$ cat config.mk
export PLATFORM = sky130hd
export DESIGN_NAME = load_store_unit_flat
export DESIGN_NICKNAME = d
export VERILOG_FILES = /design/src/rtl/load_store_unit_pkg.sv /design/src/rtl/load_store_unit_if.sv /design/src/rtl/load_store_unit_load_aligner.sv /design/src/rtl/load_store_unit.sv /design/src/flat_wrapper.sv
export SDC_FILE = /design/constraint.sdc
export NUM_CORES = 1
export LEC_CHECK = 0
export CAP_MARGIN = 20
export CORE_ASPECT_RATIO = 1.2
export CORE_UTILIZATION = 45
export DETAILED_ROUTE_END_ITERATION = 10
export PLACE_DENSITY = 0.9
export RECOVER_POWER = 50
export REMOVE_ABC_BUFFERS = 1
export SETUP_SLACK_MARGIN = 0.2
export SYNTH_ARGS = -nofsm -noshare
export SYNTH_HDL_FRONTEND = slang
export SYNTH_SLANG_ARGS = --single-unit
$ cat constraint.sdc
create_clock -name clk -period 2.3 [get_ports clk]
set_clock_uncertainty 0.05 [all_clocks]
set_input_delay 0.23 -clock clk [delete_from_list [all_inputs] [get_ports clk]]
set_output_delay 0.23 -clock clk [all_outputs]
set_load 0.01 [all_outputs]
$ cat src/rtl/load_store_unit_pkg.sv
// lsu_pkg: funct3 encodings and FSM state type shared by the load/store unit
package lsu_pkg;
  localparam logic [2:0] F3_B  = 3'b000;
  localparam logic [2:0] F3_H  = 3'b001;
  localparam logic [2:0] F3_W  = 3'b010;
  localparam logic [2:0] F3_BU = 3'b100;
  localparam logic [2:0] F3_HU = 3'b101;
  typedef enum logic [1:0] {IDLE, BUSY, DONE} lsu_state_t;
endpackage

$ cat src/rtl/load_store_unit_if.sv
// load_store_unit_if: word-addressed req/ready data memory port with byte enables
interface load_store_unit_if;
  logic        req;
  logic        we;
  logic [31:0] addr;
  logic [3:0]  be;
  logic [31:0] wdata;
  logic [31:0] rdata;
  logic        ready;
  modport master (output req, we, addr, be, wdata, input rdata, ready);
  modport slave  (input req, we, addr, be, wdata, output rdata, ready);
endinterface

$ cat src/rtl/load_store_unit_load_aligner.sv
// load_aligner: selects the addressed lane of a read word and sign/zero-extends it
module load_aligner
  import lsu_pkg::*;
(
  input  logic [31:0] i_rdata,
  input  logic [1:0]  i_off,
  input  logic [2:0]  i_funct3,
  output logic [31:0] o_data
);
  logic [31:0] w_s;
  always_comb begin
    w_s    = i_rdata >> {i_off, 3'b000};
    o_data = i_funct3 == F3_B  ? {{24{w_s[7]}}, w_s[7:0]} :
             i_funct3 == F3_BU ? {24'b0, w_s[7:0]} :
             i_funct3 == F3_H  ? {{16{w_s[15]}}, w_s[15:0]} :
             i_funct3 == F3_HU ? {16'b0, w_s[15:0]} : w_s;
  end
endmodule

$ cat src/rtl/load_store_unit.sv
// load_store_unit: multi-cycle memory stage stalling the datapath around a variable-latency memory
module load_store_unit
  import lsu_pkg::*;
#(
  parameter int TIMEOUT_CYCLES = 255
) (
  input  logic        clk,
  input  logic        rst,
  input  logic        MemRead,
  input  logic        MemWrite,
  input  logic [2:0]  funct3,
  input  logic [31:0] Addr,
  input  logic [31:0] WriteData,
  output logic [31:0] ReadData,
  output logic        Stall,
  output logic        Fault,
  load_store_unit_if.master mem
);
  localparam int CW = TIMEOUT_CYCLES > 1 ? $clog2(TIMEOUT_CYCLES) : 1;
  lsu_state_t  r_state, w_next;
  logic        r_req, r_we, r_to;
  logic [29:0] r_addr;
  logic [3:0]  r_be, w_be;
  logic [31:0] r_wdata, w_wdata, w_ext;
  logic [2:0]  r_f3;
  logic [1:0]  r_off;
  logic [CW-1:0] r_cnt;
  logic        w_access, w_illegal, w_go, w_to, w_stall, w_fault;
  assign mem.req   = r_req;
  assign mem.we    = r_we;
  assign mem.addr  = {r_addr, 2'b00};
  assign mem.be    = r_be;
  assign mem.wdata = r_wdata;
  assign w_access  = MemRead || MemWrite;
  assign w_illegal = (MemRead && MemWrite) || (MemWrite && funct3[2]) || funct3 == 3'b011 ||
                     funct3[2:1] == 2'b11 || (funct3[1:0] == 2'b01 && Addr[0]) ||
                     (funct3 == F3_W && Addr[1:0] != 2'b00);
  assign w_go      = w_access && !w_illegal;
  assign w_be      = funct3[1:0] == 2'b00 ? 4'b0001 << Addr[1:0] :
                     funct3[1:0] == 2'b01 ? 4'b0011 << Addr[1:0] : 4'hF;
  assign w_wdata   = funct3[1:0] == 2'b00 ? {4{WriteData[7:0]}} :
                     funct3[1:0] == 2'b01 ? {2{WriteData[15:0]}} : WriteData;
  // A ready arriving on the final allowed cycle still wins over the timeout
  assign w_to      = TIMEOUT_CYCLES != 0 && r_cnt == CW'(TIMEOUT_CYCLES - 1) && !mem.ready;
  assign Stall     = rst && w_stall;
  assign Fault     = rst && w_fault;
  load_aligner u_align (.i_rdata(mem.rdata), .i_off(r_off), .i_funct3(r_f3), .o_data(w_ext));
  always_comb begin
    w_next  = r_state;
    w_stall = 1'b0;
    w_fault = 1'b0;
    case (r_state)
      IDLE: begin
        w_stall = w_go;
        w_fault = w_access && w_illegal;
        w_next  = w_go ? BUSY : IDLE;
      end
      BUSY: begin
        w_stall = 1'b1;
        w_next  = (mem.ready || w_to) ? DONE : BUSY;
      end
      default: begin
        w_fault = r_to;
        w_next  = IDLE;
      end
    endcase
  end
  always_ff @(posedge clk or negedge rst) begin
    if (!rst) begin
      r_state  <= IDLE;
      r_req    <= 1'b0;
      r_we     <= 1'b0;
      r_to     <= 1'b0;
      r_addr   <= '0;
      r_be     <= '0;
      r_wdata  <= '0;
      r_f3     <= '0;
      r_off    <= '0;
      r_cnt    <= '0;
      ReadData <= '0;
    end else begin
      r_state <= w_next;
      case (r_state)
        IDLE: if (w_go) begin
          r_req   <= 1'b1;
          r_we    <= MemWrite;
          r_addr  <= Addr[31:2];
          r_be    <= w_be;
          r_wdata <= w_wdata;
          r_f3    <= funct3;
          r_off   <= Addr[1:0];
          r_cnt   <= '0;
          r_to    <= 1'b0;
        end
        BUSY: begin
          r_cnt <= r_cnt + CW'(1);
          if (mem.ready) begin
            r_req <= 1'b0;
            if (!r_we) ReadData <= w_ext;
          end else if (w_to) begin
            r_req    <= 1'b0;
            r_to     <= 1'b1;
            ReadData <= '0;
          end
        end
        default: ;
      endcase
    end
  end
endmodule
$ cat src/flat_wrapper.sv
// flat-port wrapper written by rule: the top's interface ports become plain ports
module load_store_unit_flat import lsu_pkg::*;
#(
  parameter int TIMEOUT_CYCLES = 255
)
  (clk, rst, MemRead, MemWrite, funct3, Addr, WriteData, ReadData, Stall, Fault, mem_req, mem_we, mem_addr, mem_be, mem_wdata, mem_rdata, mem_ready);
  load_store_unit_if mem_i ();
  input  logic clk;
  input  logic rst;
  input  logic MemRead;
  input  logic MemWrite;
  input  logic [2:0] funct3;
  input  logic [31:0] Addr;
  input  logic [31:0] WriteData;
  output logic [31:0] ReadData;
  output logic Stall;
  output logic Fault;
  output wire logic [$bits(mem_i.req)-1:0] mem_req;
  output wire logic [$bits(mem_i.we)-1:0] mem_we;
  output wire logic [$bits(mem_i.addr)-1:0] mem_addr;
  output wire logic [$bits(mem_i.be)-1:0] mem_be;
  output wire logic [$bits(mem_i.wdata)-1:0] mem_wdata;
  input wire logic [$bits(mem_i.rdata)-1:0] mem_rdata;
  input wire logic [$bits(mem_i.ready)-1:0] mem_ready;
  assign mem_req = mem_i.req;
  assign mem_we = mem_i.we;
  assign mem_addr = mem_i.addr;
  assign mem_be = mem_i.be;
  assign mem_wdata = mem_i.wdata;
  assign mem_i.rdata = mem_rdata;
  assign mem_i.ready = mem_ready;
  load_store_unit #(.TIMEOUT_CYCLES(TIMEOUT_CYCLES)) u_core (.clk(clk), .rst(rst), .MemRead(MemRead), .MemWrite(MemWrite), .funct3(funct3), .Addr(Addr), .WriteData(WriteData), .ReadData(ReadData), .Stall(Stall), .Fault(Fault), .mem(mem_i));
endmodule
---- Word level (Yosys, flattened, before mapping) ----
Cells that the tools add are included.
word-level totals
  flip-flop bits (word level) ............. 116
  output and inout bits ................... 104
cells by class
  add/subtract/negate cells ............... 1
  equal/unequal tests ..................... 14
  shifts and indexed selects .............. 3
  muxes and demuxes ....................... 26
  reductions and logical operators ........ 29
operators by type and width
  operator               count
  $mux W32               9
  $shr A32 B5 Y32        1
  $pmux W8 S2            1
  $logic_and A1 B1 Y1    9
  $add A8 B1 Y8 const B  1
  $eq A8 B8 Y1 const B   1
  $mux W4                2
  $mux W8                1
  $pmux W1 S2            4
  $logic_or A1 B1 Y1     7
  $mux W1                7
  $eq A3 B2 Y1 const B   2
  $eq A3 B3 Y1 const B   2
  $reduce_and A3 Y1      2
  $reduce_bool A2 Y1     3
  $eq A2 B1 Y1 const B   2
  $logic_not A2 Y1       2
  $ne A2 B1 Y1 const B   2
  $ne A2 B2 Y1 const B   2
  $pmux W2 S2            1
  $reduce_and A2 Y1      2
  $reduce_and A4 Y1      1
  $shl A1 B2 Y4 const A  1
  $shl A2 B2 Y4 const A  1
  6 further kinds        7

---- Logic depth before layout (Yosys ltp) ----
  word-level depth ........................ 10
  gate-level depth with buffers ........... 8

---- Cells and area by module ----
Synthesis repeated with hierarchy kept, for this count alone.
second synthesis, totals
  cell total of the unflattened synthesis .. 475
  area total of the unflattened synthesis .. 5810.6 sq um
modules (own cells, without submodules)
  module           times used  cells an instance  area each (sq um)  sequential area each (sq um)
  load_store_unit  1           366                4977.3             2902.8
  load_aligner     1           109                833.3              0.0

---- Least setup slack after synthesis ----
Ideal clock, no wire load.
  path type ............................... register to register
  start point ............................. register u_core.r_state[0]
  end point ............................... register u_core.r_wdata[3], in the netlist u_core.mem.wdata[3]
  setup time .............................. 0.125 ns
  arrival time ............................ 1.651 ns
  required time ........................... 2.125 ns
  path slack .............................. 0.474 ns
  stages on the path, launching flop included .. 7
  buffers on the path ..................... 3
  period minus slack after synthesis ...... 1.826 ns
  cells stage by stage .................... dfrtp_1 or3_1 clkbuf_2 or2_1 buf_6 buf_12 mux2_4
between the ends
  word-level cells in the longest chain between the ends .. 2
ends and longest elaborated chain
  element                      RTL line               RTL
  start: declaration           load_store_unit.sv:20  lsu_state_t r_state, w_next;
  start signal: assignment     load_store_unit.sv:82  r_state <= w_next;
  $logic_not A2 Y1             load_store_unit.sv:83  case (r_state)
  $reduce_and A2 Y1 (no line)  -
  end signal: assignment       load_store_unit.sv:89  r_wdata <= w_wdata;
  end: declaration             load_store_unit.sv:24  logic [31:0] r_wdata, w_wdata, w_ext;
No other way between the ends.
A chain may end at the register's enable or synchronous reset.

---- Worst setup path after layout ----
  start point ............................. input funct3[1]
  end point ............................... register u_core.r_be[1], in the netlist u_core.mem.be[1]
between the ends
  word-level cells in the longest chain between the ends .. 8
  elaborated cells between the ends (all ways) .. 16
ends and longest elaborated chain
  element                           RTL line               RTL
  start: declaration                flat_wrapper.sv:12     input logic [2:0] funct3;
  $eq A3 B2 Y1                      load_store_unit.sv:35  assign w_illegal = (MemRead && MemWrite) || (MemWrite && funct3[2]) || funct3 == 3'b011 ||
  $logic_or A1 B1 Y1 (2 in series)  load_store_unit.sv:35
  $logic_or A1 B1 Y1 (2 in series)  load_store_unit.sv:36  funct3[2:1] == 2'b11 || (funct3[1:0] == 2'b01 && Addr[0]) ||
  $logic_not A1 Y1                  load_store_unit.sv:38  assign w_go = w_access && !w_illegal;
  $logic_and A1 B1 Y1               load_store_unit.sv:38
  $reduce_and A2 Y1 (no line)       -
  end signal: assignment            load_store_unit.sv:88  r_be <= w_be;
  end: declaration                  load_store_unit.sv:23  logic [3:0] r_be, w_be;
Parallel ways exist; a longest one is shown, timed or not.

==> run_results.csv <==
group,metric,value,unit
global_routing,antenna_found_initial,0,
synthesis,synth_cell_type_count,50,
global_routing,grt_usage,26.3,%
critical_path,worstPathRequired,2.54,ns
sta,finalCritPeriodShare,87.4,%
final_layout,regArea,2900,µm²
sta,finalHoldWorstSlack,0.277,ns
synthesis,synth-edff-count,0,
route,detail-route-antenna-nets,0,
critical_path,crit_fanout,24,
sta,tightest_slew,0.987,ns
critical_path,rr_worst_depth,6,
global_routing,grt_pass1_vias,5394,
route,vias_per_cell,5.49,
sta,maxSlewHeadroom,34.2,%
floorplan,num_rows,44,
pwr,power,9.59,mW
pwr,peakVddDrop,714,µV
sta,rsz0062_at_grt,"no",
critical_path,setup.worst_path.end,"u_core.mem.be[1]$_DFFE_PN0P_",
placed_design,dp.cells,851,
clock_network,cts_num_sinks,116,
final_layout,final_cells,885,
global_routing,gr-total-overflow,0,
floorplan,initial_utilization,46.5,%
synthesis,syn_area,5660,µm²
placed_design,port_buffers,205,
route,drc,0,
pwr,pwr-share-seq,34.0,%
placed_design,dpl_worst_slack,-0.232,ns
clock_network,clock_latency,0.40,ns
clock_network,h-tree-depth,4,
pwr,power_frac_clock,29.6,%
synthesis,yosys_warnings,0,
synthesis,yosys.area.top_type_share,51.3,%
final_layout,antenna_cells,0,
synthesis,synth_flop_cell,"dfrtp_1",
outcome,status,"completed",
pwr,p_comb_share,36.4,%
pwr,power.switching,2.92,mW
global_routing,grt_pass1_wl,26.9,mm
route,first_iter_violations,209,
floorplan,die_area,13000,µm²
critical_path,regToRegStartpoint,"u_core.r_state[1]$_DFF_PN0_",
final_layout,nFillCells,852,
pwr,p_leak,3.75,nW
pwr,power_density,1110,nW/µm²
sta,hold_viol_final,0,
sta,setup_viol,0,
pwr,internal_power,6.67,mW
final_layout,nNetsFinal,821,
synthesis,async_reset_ff_share,100,%
critical_path,startpoint,"funct3[1]",
floorplan,die_h,125,µm
synthesis,syn_inst,489,
hold_path,hold_class,"in -> async",
clock_network,cts_buffers,17,
synthesis,synth_area_per_cell,11.6,µm²
critical_path,cp_data_arrival_time,2.25,ns
synthesis,synthMostInstantiatedCell,"dfrtp_1",
placed_design,dp_hpwl,12.0,mm
route,wl,16.3,mm
final_layout,syn_to_final_growth,52.4,%
clock_network,cts.path.max_buffers,2,
route,first_pass_iters,4,
final_layout,final_layout_size_suffix_gt1_share,18.8,%
floorplan,core,12200,µm²
synthesis,synth_top_area_cell,"dfrtp_1",
clock_network,cts-root-buf,"clkbuf_16",
final_layout,multi_input_area,2500,µm²
critical_path,reg2reg_to,"u_core.mem.be[1]$_DFFE_PN0P_",
critical_path,crit_type,"in -> reg",
synthesis,synthTopCellsByCount,"116 x dfrtp_1, 60 x o21ai_0, 56 x mux2_2",
critical_path,regToRegSetupSlack,0.30,ns
sta,drv_slew,0,
placed_design,place_congestion,0.907,
synthesis,ys_seq_area_share,51.3,%
clock_network,cts_tree,"built",
pwr,swShare,30.4,%
clock_network,cts.clk_slew.worst_paths,0.06,ns
sta,setup_ws,0.289,ns
sta,fmax,0.497,GHz
floorplan,io_pins,208,
route,vias,4860,
sta,layout_min_cycle_time,2.01,ns
floorplan,die_w,104,µm
route,wl_per_cell,18.4,µm
global_routing,grt_max_degree,112,
run,maxCapViolations,0,
synthesis,ys_ff_latch,116,
critical_path,cp-end-kind,"register",
critical_path,start_kind,"primary input",
synthesis,synth.area.top_cells,"dfrtp_1 51%, mux2_2 11%, mux2i_1 7.8%, o21ai_0 5.3%, o2bb2ai_1 2.5%",
[layout make-up]
class	count	area share [%]
tap	161	2.34
multi-input combinational	321	29.0
clock buffer	23	5.78
inverter	18	0.784
clock inverter	9	1.71
sequential	116	33.7
timing repair buffer	237	26.7
[placed cells by master (no fill, tap or decap), types with 2 or more instances in the layout]
cell	count
clkdlybuf4s50_1	150
dfrtp_1	116
o21ai_0	59
mux2_2	56
dlygate4sd3_1	51
mux2i_1	44
buf_4	27
nand2_1	26
a21oi_1	26
inv_1	17
clkbuf_16	17
o2bb2ai_1	16
o211ai_1	12
nor2_1	8
a22o_1	8
nor2b_1	7
mux2_4	6
nand3_1	5
nand2b_1	5
ha_1	5
clkbuf_8	5
bufinv_16	4
clkinv_2	4
o21ai_1	3
buf_6	3
nand4_1	2
o31ai_1	2
a21boi_1	2
a211oi_1	2
or4_1	2
o22ai_1	2
conb_1	2
clkbuf_1	2
dlygate4sd2_1	2
[registers in the layout, summed over array words and instances (netlist names)]
register	cells
u_core.r_f3	3
u_core.mem.be	4
u_core.mem.req	1
u_core.r_state	2
u_core.r_off	2
u_core.ReadData	32
u_core.mem.we	1
u_core.r_to	1
u_core.r_addr	30
u_core.mem.wdata	32
u_core.r_cnt	8
[power groups by stage]
stage / Clock [mW] / Combinational, mW / Sequential (mW)
detailed placement: 0 / 3.60 / 3.30
global placement: 0 / 3.48 / 3.25
finish: 2.84 / 3.49 / 3.26
global route: 2.96 / 3.74 / 3.36
floorplan: 0 / 1.21 / 3.55
CTS: 2.88 / 3.63 / 3.28
[metrics by stage]
stage	utilization [%]	setup TNS, ns	instance area, µm²
global placement	65.5	-1.94	7970
CTS	71.0	0	8630
detailed placement	65.5	-7.04	7970
global route	70.9	0	8620
finish	70.9	0	8620
floorplan	-	-24.43	5460
[worst min path at each step]
stage / from / to / slack [ns] / cells past startpoint
5_1_grt: rst / u_core.r_cnt[7]$_DFFE_PN0P_ / 0.29 / 2
3_5_place_dp: rst / u_core.r_cnt[6]$_DFFE_PN0P_ / 0.01 / 1
4_1_cts: rst / u_core.r_cnt[7]$_DFFE_PN0P_ / 0.15 / 2
6_report: rst / u_core.r_cnt[7]$_DFFE_PN0P_ / 0.28 / 2
3_3_place_gp: rst / u_core.r_cnt[6]$_DFFE_PN0P_ / 0.007 / 1
2_1_floorplan: rst / u_core.ReadData[0]$_DFFE_PN0P_ / -0.12 / 0
[what timing repair did]
item,in CTS,in global routing
hold endpoints to repair,101,0
endpoints found under the setup margin,12,1
setup buffers,1,0
gates resized for setup,15,1
pin swaps,2,0
hold buffers,1,0
[critical path, cell delays in order]
cell and delay (ns):
clkdlybuf4s50_1 0.51, o21ai_0 0.25, o211ai_2 0.14, buf_4 0.17
buf_6 0.16, or2_4 0.26, buf_4 0.17, buf_4 0.17
a21o_1 0.18
[layer usage]
metal | vias to the layer above | wire length (µm) | GRT usage, % | share of wire [%]
met3 | 42 | 1470 | 9.00 | 9.0
li1 | 2220 | - | - | -
met2 | 271 | 8030 | 43.7 | 49
met4 | 0 | 508 | 13.1 | 3.1
met1 | 2327 | 6260 | 29.9 | 38
met5 | - | 0 | 0 | 0
[kinds of logic (layout without fill, tap and decap cells)]
| logic type | count (synthesis) | after routing | synth area share [%] |
|---|---|---|---|
| multiplexers | 107 | 107 | 20.9 |
| AND/OR/NAND/NOR | 64 | 64 | 5.60 |
| buffers and inverters | 53 | 287 | 4.80 |
| adder cells (fa/ha/maj) | 6 | 6 | 1.33 |
| XOR/XNOR | 1 | 1 | 0.155 |
| AO/OA/AOI/OAI | 141 | 141 | 15.8 |
| other | 1 | 2 | 0.0663 |
| flip-flops | 116 | 116 | 51.3 |
Note: power is estimated with default switching activity, not from simulation.
